==> src/rtl/parser_pkg.sv <==
// Shared definitions for the stream packet builder/parser pair.
// Holds the packet FSM state encoding, the fixed field sizes, the captured
// per-packet descriptor and the little-endian byte-swap helpers.
package parser_pkg;

  localparam int unsigned NUM_STREAMS       = 32;
  localparam int unsigned IDX_W             = 5;
  localparam int unsigned MAX_PAYLOAD_BYTES = 37;
  localparam int unsigned HDR_BYTES         = 8;
  localparam int unsigned WORD_W            = 32;
  localparam int unsigned ID_W              = 16;
  localparam int unsigned LEN_W             = 6;
  localparam int unsigned SEQ_W             = 32;
  localparam int unsigned TOTAL_W           = 16;
  localparam int unsigned PAYLOAD_W         = 8 * MAX_PAYLOAD_BYTES;
  localparam int unsigned MAX_WORDS         = 10;
  // Payload staging is padded to a whole number of words so the last word
  // can always be taken from the low 32 bits.
  localparam int unsigned PAD_W             = MAX_WORDS * WORD_W;
  localparam int unsigned CNT_W             = 4;

  typedef enum logic [1:0] {
    ST_IDLE = 2'd0,
    ST_HDR  = 2'd1,
    ST_SEQ  = 2'd2,
    ST_DATA = 2'd3
  } state_e;

  // Per-packet context captured at acceptance.
  typedef struct packed {
    logic [IDX_W-1:0] idx;
    logic [SEQ_W-1:0] seq;
  } pkt_desc_t;

  function automatic logic [15:0] bswap16(input logic [15:0] v);
    return {v[7:0], v[15:8]};
  endfunction

  function automatic logic [31:0] bswap32(input logic [31:0] v);
    return {v[7:0], v[15:8], v[23:16], v[31:24]};
  endfunction

endpackage

==> src/rtl/tx_seq_table.sv <==
// Per-stream transmit sequence number table.
// Ports:
//   clk, reset   : clock, asynchronous active-high reset (all entries -> 0)
//   rd_idx_i     : combinational read index
//   rd_seq_c     : current sequence number of entry rd_idx_i (combinational)
//   inc_en_i     : write strobe
//   inc_idx_i    : entry to update
//   inc_base_i   : entry is written with inc_base_i + 1
module tx_seq_table
  import parser_pkg::*;
(
  input  logic             clk,
  input  logic             reset,
  input  logic [IDX_W-1:0] rd_idx_i,
  output logic [SEQ_W-1:0] rd_seq_c,
  input  logic             inc_en_i,
  input  logic [IDX_W-1:0] inc_idx_i,
  input  logic [SEQ_W-1:0] inc_base_i
);

  logic [SEQ_W-1:0] seqs_q [NUM_STREAMS];

  // Sequence storage; wraps naturally modulo 2^32.
  always_ff @(posedge clk or posedge reset) begin
    if (reset) begin
      for (int i = 0; i < int'(NUM_STREAMS); i++) begin
        seqs_q[i] <= '0;
      end
    end else if (inc_en_i) begin
      seqs_q[inc_idx_i] <= inc_base_i + SEQ_W'(1);
    end
  end

  assign rd_seq_c = seqs_q[rd_idx_i];

endmodule

==> src/rtl/pkt_seq_builder.sv <==
// Transmit packet builder: accepts one payload with stream ID and length,
// stamps it with the stream's next sequence number and serialises it as
// HDR word, SEQ word, then ceil(len/4) payload words on a valid/ready/last
// 32-bit stream. Illegal lengths (0 or >37) are dropped with an errDrop pulse.
// Optional feature macro TX_SEQ_SKIP_EN adds input skipSeq: an accepted
// payload with skipSeq=1 is sent with seq+1 and the table advances by 2.
// Ports:
//   clk, reset                      : clock, asynchronous active-high reset
//   payloadIn/payloadLen/streamId   : payload bytes (byte k at [8k+:8]), length, ID
//   payloadIn_val/payloadIn_ready   : input handshake
//   dataOut/dataOut_val/_ready/_last: output word stream, first wire byte [31:24]
//   errDrop                         : one-cycle illegal-length drop pulse
module pkt_seq_builder
  import parser_pkg::*;
(
  input  logic                 clk,
  input  logic                 reset,
  input  logic [PAYLOAD_W-1:0] payloadIn,
  input  logic [LEN_W-1:0]     payloadLen,
  input  logic [ID_W-1:0]      streamId,
  input  logic                 payloadIn_val,
`ifdef TX_SEQ_SKIP_EN
  input  logic                 skipSeq,
`endif
  output logic                 payloadIn_ready,
  output logic [WORD_W-1:0]    dataOut,
  output logic                 dataOut_val,
  input  logic                 dataOut_ready,
  output logic                 dataOut_last,
  output logic                 errDrop
);

  state_e             state_q, state_d;
  pkt_desc_t          desc_q, desc_d;
  logic [PAD_W-1:0]   payload_q, payload_d;
  logic [CNT_W-1:0]   rem_q, rem_d;
  logic               ready_q, ready_d;
  logic [WORD_W-1:0]  dout_q, dout_d;
  logic               val_q, val_d;
  logic               last_q, last_d;
  logic               err_q, err_d;

  logic [SEQ_W-1:0]   rd_seq_c;
  logic               inc_en_c;
  logic               len_ok_c;
  logic               skip_c;
  logic [PAD_W-1:0]   masked_c;
  logic [CNT_W-1:0]   nwords_c;
  logic [TOTAL_W-1:0] total_c;

  tx_seq_table u_seq_table (
    .clk        (clk),
    .reset      (reset),
    .rd_idx_i   (streamId[IDX_W-1:0]),
    .rd_seq_c   (rd_seq_c),
    .inc_en_i   (inc_en_c),
    .inc_idx_i  (desc_q.idx),
    .inc_base_i (desc_q.seq)
  );

`ifdef TX_SEQ_SKIP_EN
  assign skip_c = skipSeq;
`else
  assign skip_c = 1'b0;
`endif

  assign len_ok_c = (payloadLen != '0) && (payloadLen <= LEN_W'(MAX_PAYLOAD_BYTES));
  // Only meaningful for legal lengths (<= 37), so the 6-bit sum cannot overflow.
  assign nwords_c = CNT_W'((payloadLen + LEN_W'(3)) >> 2);
  assign total_c  = TOTAL_W'(payloadLen) + TOTAL_W'(HDR_BYTES);

  // Zero bytes at and beyond len so the final word pads with zeros.
  always_comb begin
    masked_c = '0;
    for (int k = 0; k < int'(MAX_PAYLOAD_BYTES); k++) begin
      if (k < int'(payloadLen)) begin
        masked_c[8*k +: 8] = payloadIn[8*k +: 8];
      end
    end
  end

  // Next-state and registered-output logic.
  always_comb begin
    state_d   = state_q;
    desc_d    = desc_q;
    payload_d = payload_q;
    rem_d     = rem_q;
    ready_d   = ready_q;
    dout_d    = dout_q;
    val_d     = val_q;
    last_d    = last_q;
    err_d     = 1'b0;
    inc_en_c  = 1'b0;

    case (state_q)
      ST_IDLE: begin
        if (payloadIn_val && ready_q) begin
          if (len_ok_c) begin
            desc_d.idx = streamId[IDX_W-1:0];
            desc_d.seq = rd_seq_c + SEQ_W'(skip_c);
            payload_d  = masked_c;
            rem_d      = nwords_c;
            dout_d     = {bswap16(total_c), bswap16(streamId)};
            val_d      = 1'b1;
            last_d     = 1'b0;
            ready_d    = 1'b0;
            state_d    = ST_HDR;
          end else begin
            err_d = 1'b1;
          end
        end
      end

      ST_HDR: begin
        if (dataOut_ready) begin
          dout_d  = bswap32(desc_q.seq);
          state_d = ST_SEQ;
        end
      end

      ST_SEQ: begin
        // Payload words are always taken from the low word, then shifted out.
        if (dataOut_ready) begin
          dout_d    = bswap32(payload_q[WORD_W-1:0]);
          payload_d = payload_q >> WORD_W;
          rem_d     = rem_q - CNT_W'(1);
          last_d    = (rem_q == CNT_W'(1));
          state_d   = ST_DATA;
        end
      end

      ST_DATA: begin
        if (dataOut_ready) begin
          if (last_q) begin
            dout_d   = '0;
            val_d    = 1'b0;
            last_d   = 1'b0;
            ready_d  = 1'b1;
            inc_en_c = 1'b1;
            state_d  = ST_IDLE;
          end else begin
            dout_d    = bswap32(payload_q[WORD_W-1:0]);
            payload_d = payload_q >> WORD_W;
            rem_d     = rem_q - CNT_W'(1);
            last_d    = (rem_q == CNT_W'(1));
          end
        end
      end

      default: begin
        state_d = ST_IDLE;
      end
    endcase
  end

  // State and output registers.
  always_ff @(posedge clk or posedge reset) begin
    if (reset) begin
      state_q   <= ST_IDLE;
      desc_q    <= '0;
      payload_q <= '0;
      rem_q     <= '0;
      ready_q   <= 1'b1;
      dout_q    <= '0;
      val_q     <= 1'b0;
      last_q    <= 1'b0;
      err_q     <= 1'b0;
    end else begin
      state_q   <= state_d;
      desc_q    <= desc_d;
      payload_q <= payload_d;
      rem_q     <= rem_d;
      ready_q   <= ready_d;
      dout_q    <= dout_d;
      val_q     <= val_d;
      last_q    <= last_d;
      err_q     <= err_d;
    end
  end

  assign payloadIn_ready = ready_q;
  assign dataOut         = dout_q;
  assign dataOut_val     = val_q;
  assign dataOut_last    = last_q;
  assign errDrop         = err_q;

endmodule

==> config.mk <==
export PLATFORM = sky130hd
export DESIGN_NAME = pkt_seq_builder
export DESIGN_NICKNAME = d
export VERILOG_FILES = /design/src/rtl/parser_pkg.sv /design/src/rtl/tx_seq_table.sv /design/src/rtl/pkt_seq_builder.sv
export SDC_FILE = /design/constraint.sdc
export NUM_CORES = 2
export LEC_CHECK = 0
export CORE_ASPECT_RATIO = 2
export CORE_MARGIN = 10
export CORE_UTILIZATION = 35
export DETAILED_ROUTE_END_ITERATION = 10
export GPL_TIMING_DRIVEN = 1
export PLACE_DENSITY = 0.59
export SLEW_MARGIN = 10
export SYNTH_ARGS = -nofsm -noshare
export SYNTH_HDL_FRONTEND = slang
export SYNTH_SLANG_ARGS = --single-unit
==> constraint.sdc <==
create_clock -name clk -period 50.9 [get_ports clk]
set_input_delay 10.18 -clock clk [delete_from_list [all_inputs] [get_ports clk]]
set_output_delay 10.18 -clock clk [all_outputs]
set_load 0.01 [all_outputs]
# Word-level counts from Yosys, hierarchy flattened
# Index checks and enable logic that the tools add are counted.
[op_classes] n_bitwise=2 n_eq_ne=11 n_addsub=4 n_reduce_logical=13 magnitude_cmp=41 mux=89
[ops] operator="320-bit two-way mux" n=5
[ops] operator="1024-bit bitwise mux" n=1
[ops] operator="320-bit case mux with 3 select lines" n=1
[ops] operator="8-bit two-way mux" n=37
[ops] operator="32-bit two-way mux" n=9
[ops] operator="32-bit binary-select mux with 5-bit select" n=1
[ops] operator="32-bit demux with 5-bit select" n=1
[ops] operator="32-bit case mux with 4 select lines" n=1
[ops] operator="5-bit by 6-bit less-than comparator with 1-bit output, first input constant" n=16
[ops] operator="4-bit by 6-bit less-than comparator with 1-bit output, first input constant" n=8
[ops] operator="32-bit by 1-bit adder with 32-bit output, second input constant" n=1
[ops] operator="6-bit less-than comparator, first input constant" n=5
[ops] operator="3-bit by 6-bit less-than comparator with 1-bit output, first input constant" n=4
[ops] operator="4-bit two-way mux" n=5
[ops] operator="1-bit two-way mux" n=17
[ops] operator="5-bit AND reduction" n=3
[ops] operator="2-bit inequality test, second input constant" n=7
[ops] operator="6-bit greater-or-equal comparator, second input constant" n=2
[ops] operator="1-bit by 6-bit less-than comparator with 1-bit output, first input constant" n=2
[ops] operator="2-bit by 6-bit less-than comparator with 1-bit output, first input constant" n=2
[ops] operator="2-bit two-way mux" n=6
[ops] operator="5-bit NOT with 6-bit output" n=2
[ops] operator="4-bit case mux with 3 select lines" n=1
[ops] operator="6-bit AND reduction" n=2
[ops] operator="17 further kinds" n=21
[word_totals] ff_bits=1423 output_inout_bits=36 inputBits=322

# Longest topological paths before layout
[depth] ltp_word=6 depth_mapped=11

# Cells and area by module
# From an unflattened synthesis, not the netlist that was laid out.
[hier_totals] hier_cells=6424 hier_area_um2=62372.3
[by_module_without_submodules] mod="tx_seq_table" n_inst=1 area_each_um2=45383.5 seq_area_each_um2=25624.6 cells_per_inst=4663
[by_module_without_submodules] mod="pkt_seq_builder" n_inst=1 area_each_um2=16988.8 seq_area_each_um2=9385.3 cells_per_inst=1761

# Least setup slack after synthesis
# No wires, ideal clock.
[synth_timing] kind="input to register" start="in payloadLen[0]" end="reg state_q[1]" setup_slack_ns=38.895 required_time_ns=50.775 cell_stages=8 arrival_time_ns=11.881 path_cell_list="clkbuf_1 > nor3_1 > a221o_1 > and2_1 > or2_1 > buf_2 > a21oi_2 > mux2_2"
[synth_via] elab_chain_len=4 elab_cells_between_ends=5 cone_classes="order compare (1); eq/ne (1); reduce/logical (3)"
[synth_rtl] item="start: declaration" line="pkt_seq_builder.sv:19" source="input logic [LEN_W-1:0] payloadLen,"
[synth_rtl] item="6-bit <= comparator or 6-bit nonzero test (tied branches)" line="pkt_seq_builder.sv:67" source="assign len_ok_c = (payloadLen != '0) && (payloadLen <= LEN_W'(MAX_PAYLOAD_BYTES));"
[synth_rtl] item="1-bit logical AND *" line="pkt_seq_builder.sv:67"
[synth_rtl] item="2-bit inequality test (no line) *"
[synth_rtl] item="6-bit AND reduction (no line) *"
[synth_rtl] item="end signal: assignment" line="pkt_seq_builder.sv:169" source="state_q <= state_d;"
[synth_rtl] item="end: declaration" line="pkt_seq_builder.sv:33" source="state_e state_q, state_d;"
# Mark *: on every way between the ends. The rest lies on a longest branch, timed or not.
# A chain may end at the register's enable or synchronous reset.

==> flow_summary.toml <==
[clock_network]
htree_levels = 3
cts_setup_buffers = 0
ctsHoldBuffers = 0
cts_tree = "yes"
cts_num_sinks = 1399
worstSkewPairLatency_ns = 0.75
ctsResizeCount = 0
cts_root_buf = "clkbuf_16"
clk_pin_slew_ns = 0.07
clock_path_buffers = 3
cts_made_buffers = 115

[job]
cap_violations = 0

[floorplan]
die-area_um2 = 192300
die_w_um = 315.2
ios = 358
rows = 216
die_y_um = 610.3
start_util = 0.3520
fp.coreArea_um2 = 173200

[placed_design]
hpwl_um = 140700
numPortBuffers = 357
gp_congestion = 0.9292
dp_cells = 8023

[critical_path]
cp.arrival_ns = 16.08
crit_type = "in -> async"
required_ns = 51.55
crit_fanout = 204
start_kind = "primary input"
end_kind = "asynchronous set/reset pin"

[synthesis]
yosysWarnings = 0
syn_inst = 5784
synth-edff-count = 0
synth-seq-cells = 1399
ys.flop_type = "dfrtp_1"
synth.net_count = 6115
netlist_area_um2 = 60980
syn_avg_cell_area_um2 = 10.54
async_reset_ff_frac = 1.000
ys_seq_area_frac = 0.5741
ys_types = 63

[cells_and_area]
fin_cells = 8249
layout_common_cells = "dfrtp_1 (1398), nor2_1 (949), nand2_1 (759)"
drive_gt1_frac = 0.1183
n_fill_cell = 16700
nets = 6182
synthToLayoutAreaGrowth_pct = 15.73
final_common_cell = "dfrtp_1"

[detailed_routing]
drc = 0
via_per_inst = 5.582
drtIter0Drc = 3987
drtAntennaViolNets = 0
vias = 46040
wl_per_cell_um = 26.29
wl_um = 216800
dr.pass1.iters = 6

[sta]
setup_viol = 0
min_period_ns = 15.43
clock-skew-final_ns = 0.03333
slew_headroom = 0.1842
rsz0062_at_grt = "false"
whs_ns = 0.4663
hold_viol_final = 0
slew_viol_final = 0
tightest_slew_ns = 1.223
fin_setup_tns_ns = 0
max_freq_mhz = 64.82
period_share = 0.3031

[worst_hold_path]
min_path_type = "reg -> reg"

[global_route]
grt_antenna_before_repair = 10
grt-ovfl-total = 0
grt_pass1_wl_um = 318600
grt_use_total = 0.2221
grt_max_degree = 205
grt_pass1_vias = 47130

[run_status]
status = "finished clean"

[power]
vdd_drop_max_v = 0.00006994
p_leak_nw = 30.43
power_density_nw_per_um2 = 49.74
==> per-layer routing <==
metal / GRT usage / wire length [µm] / up-vias
li1: - / - / 20480
met1: 0.2340 / 73910 / 23340
met2: 0.3996 / 113000 / 1698
met3: 0.03740 / 12960 / 517
met4: 0.1500 / 17000 / 2
met5: 0 / 7 / -
==> cells in the mapped netlist (14+ instances only) <==
library cell,number,area share
dfrtp_1,1398,0.57
o22ai_1,128,0.013
xor2_1,18,0.0026
or4_1,32,0.0039
o31ai_1,15,0.0018
o21ai_0,660,0.054
a22oi_1,25,0.0031
a31oi_1,17,0.0017
mux2_2,37,0.0068
a221oi_1,255,0.037
nand2_1,780,0.048
clkbuf_1,405,0.025
buf_4,35,0.0043
nor2_1,961,0.059
a21oi_1,436,0.036
xnor2_1,15,0.0022
nand3_1,71,0.0058
buf_1,14,0.00086
mux4_2,256,0.095
mux2i_1,28,0.0046
buf_2,69,0.0057
==> sequential cells by signal, indices dropped and copies added, names as in the netlist <==
signal              cells
rem_q                   4
u_seq_table.seqs_q   1024
dataOut                32
dataOut_val             1
payloadIn_ready         1
state_q                 2
desc_q                 37
payload_q             296
errDrop                 1
dataOut_last            1
==> critical path, stage by stage <==
cell and delay [ns]:
clkdlybuf4s50_1 0.49, inv_8 0.60, buf_4 0.79, buf_4 0.86
buf_4 0.91, buf_4 0.93, buf_12 0.70
==> logic make-up (layout without fill, tap and decap cells) <==
group                    Yosys count  in the layout  synth area share
multiplexers                     321            321            0.1060
buffers and inverters            542            707           0.03779
AO/OA/AOI/OAI                   1563           1563            0.1502
other                              0             11                 0
flip-flops                      1399           1399            0.5741
XOR/XNOR                          33             33          0.004740
adder cells (fa/ha/maj)            9              9          0.001847
AND/OR/NAND/NOR                 1917           1917            0.1254
==> area by class of cell <==
class                      count  area [µm²]  share of cell area
multi-input combinational   3843       24110              0.3416
inverter                      12       52.55           0.0007446
antenna                       11       27.53           0.0003900
timing repair buffer         480        4544             0.06439
sequential                  1399       35010              0.4961
clock buffer                 161        3313             0.04695
tap                         2289        2864             0.04058
clock inverter                54       651.9            0.009237
==> stage by stage <==
step	util	cell area [µm²]	total power [W]	setup WS (ns)
CTS	0.4070	70510	0.003519	35.34
global placement	0.3841	66550	0.002554	34.70
floorplan	-	60980	0.002160	1.273
global route	0.4073	70560	0.003682	34.70
finish	0.4074	70570	0.003510	35.47
detailed placement	0.3841	66550	0.002575	34.57
==> report_power, final <==
| part | leakage, nW | internal (W) | switching [W] |
|---|---|---|---|
| clock | 1.96 | 0.000522 | 0.000428 |
| sequential | 18.8 | 0.00129 | 0.000167 |
| combinational | 9.71 | 0.000353 | 0.000748 |
| total | 30.4 | 0.00217 | 0.00134 |
==> worst paths after layout <==
path / start / end / slack (ns) / cells after the start
max: reset / u_seq_table.seqs_q[394] / 35.47 / 7
min: payload_q[283] / payload_q[283] / 0.47 / 2
max reg2reg: state_q[0] / payload_q[139] / 46.64 / 9
min reg2reg: payload_q[283] / payload_q[283] / 0.47 / 2
max in group clk: payloadLen[2] / payload_q[139] / 36.68 / 9
min in group asynchronous: reset / u_seq_table.seqs_q[355] / 10.03 / 2
(Power assumes the default switching activity.)
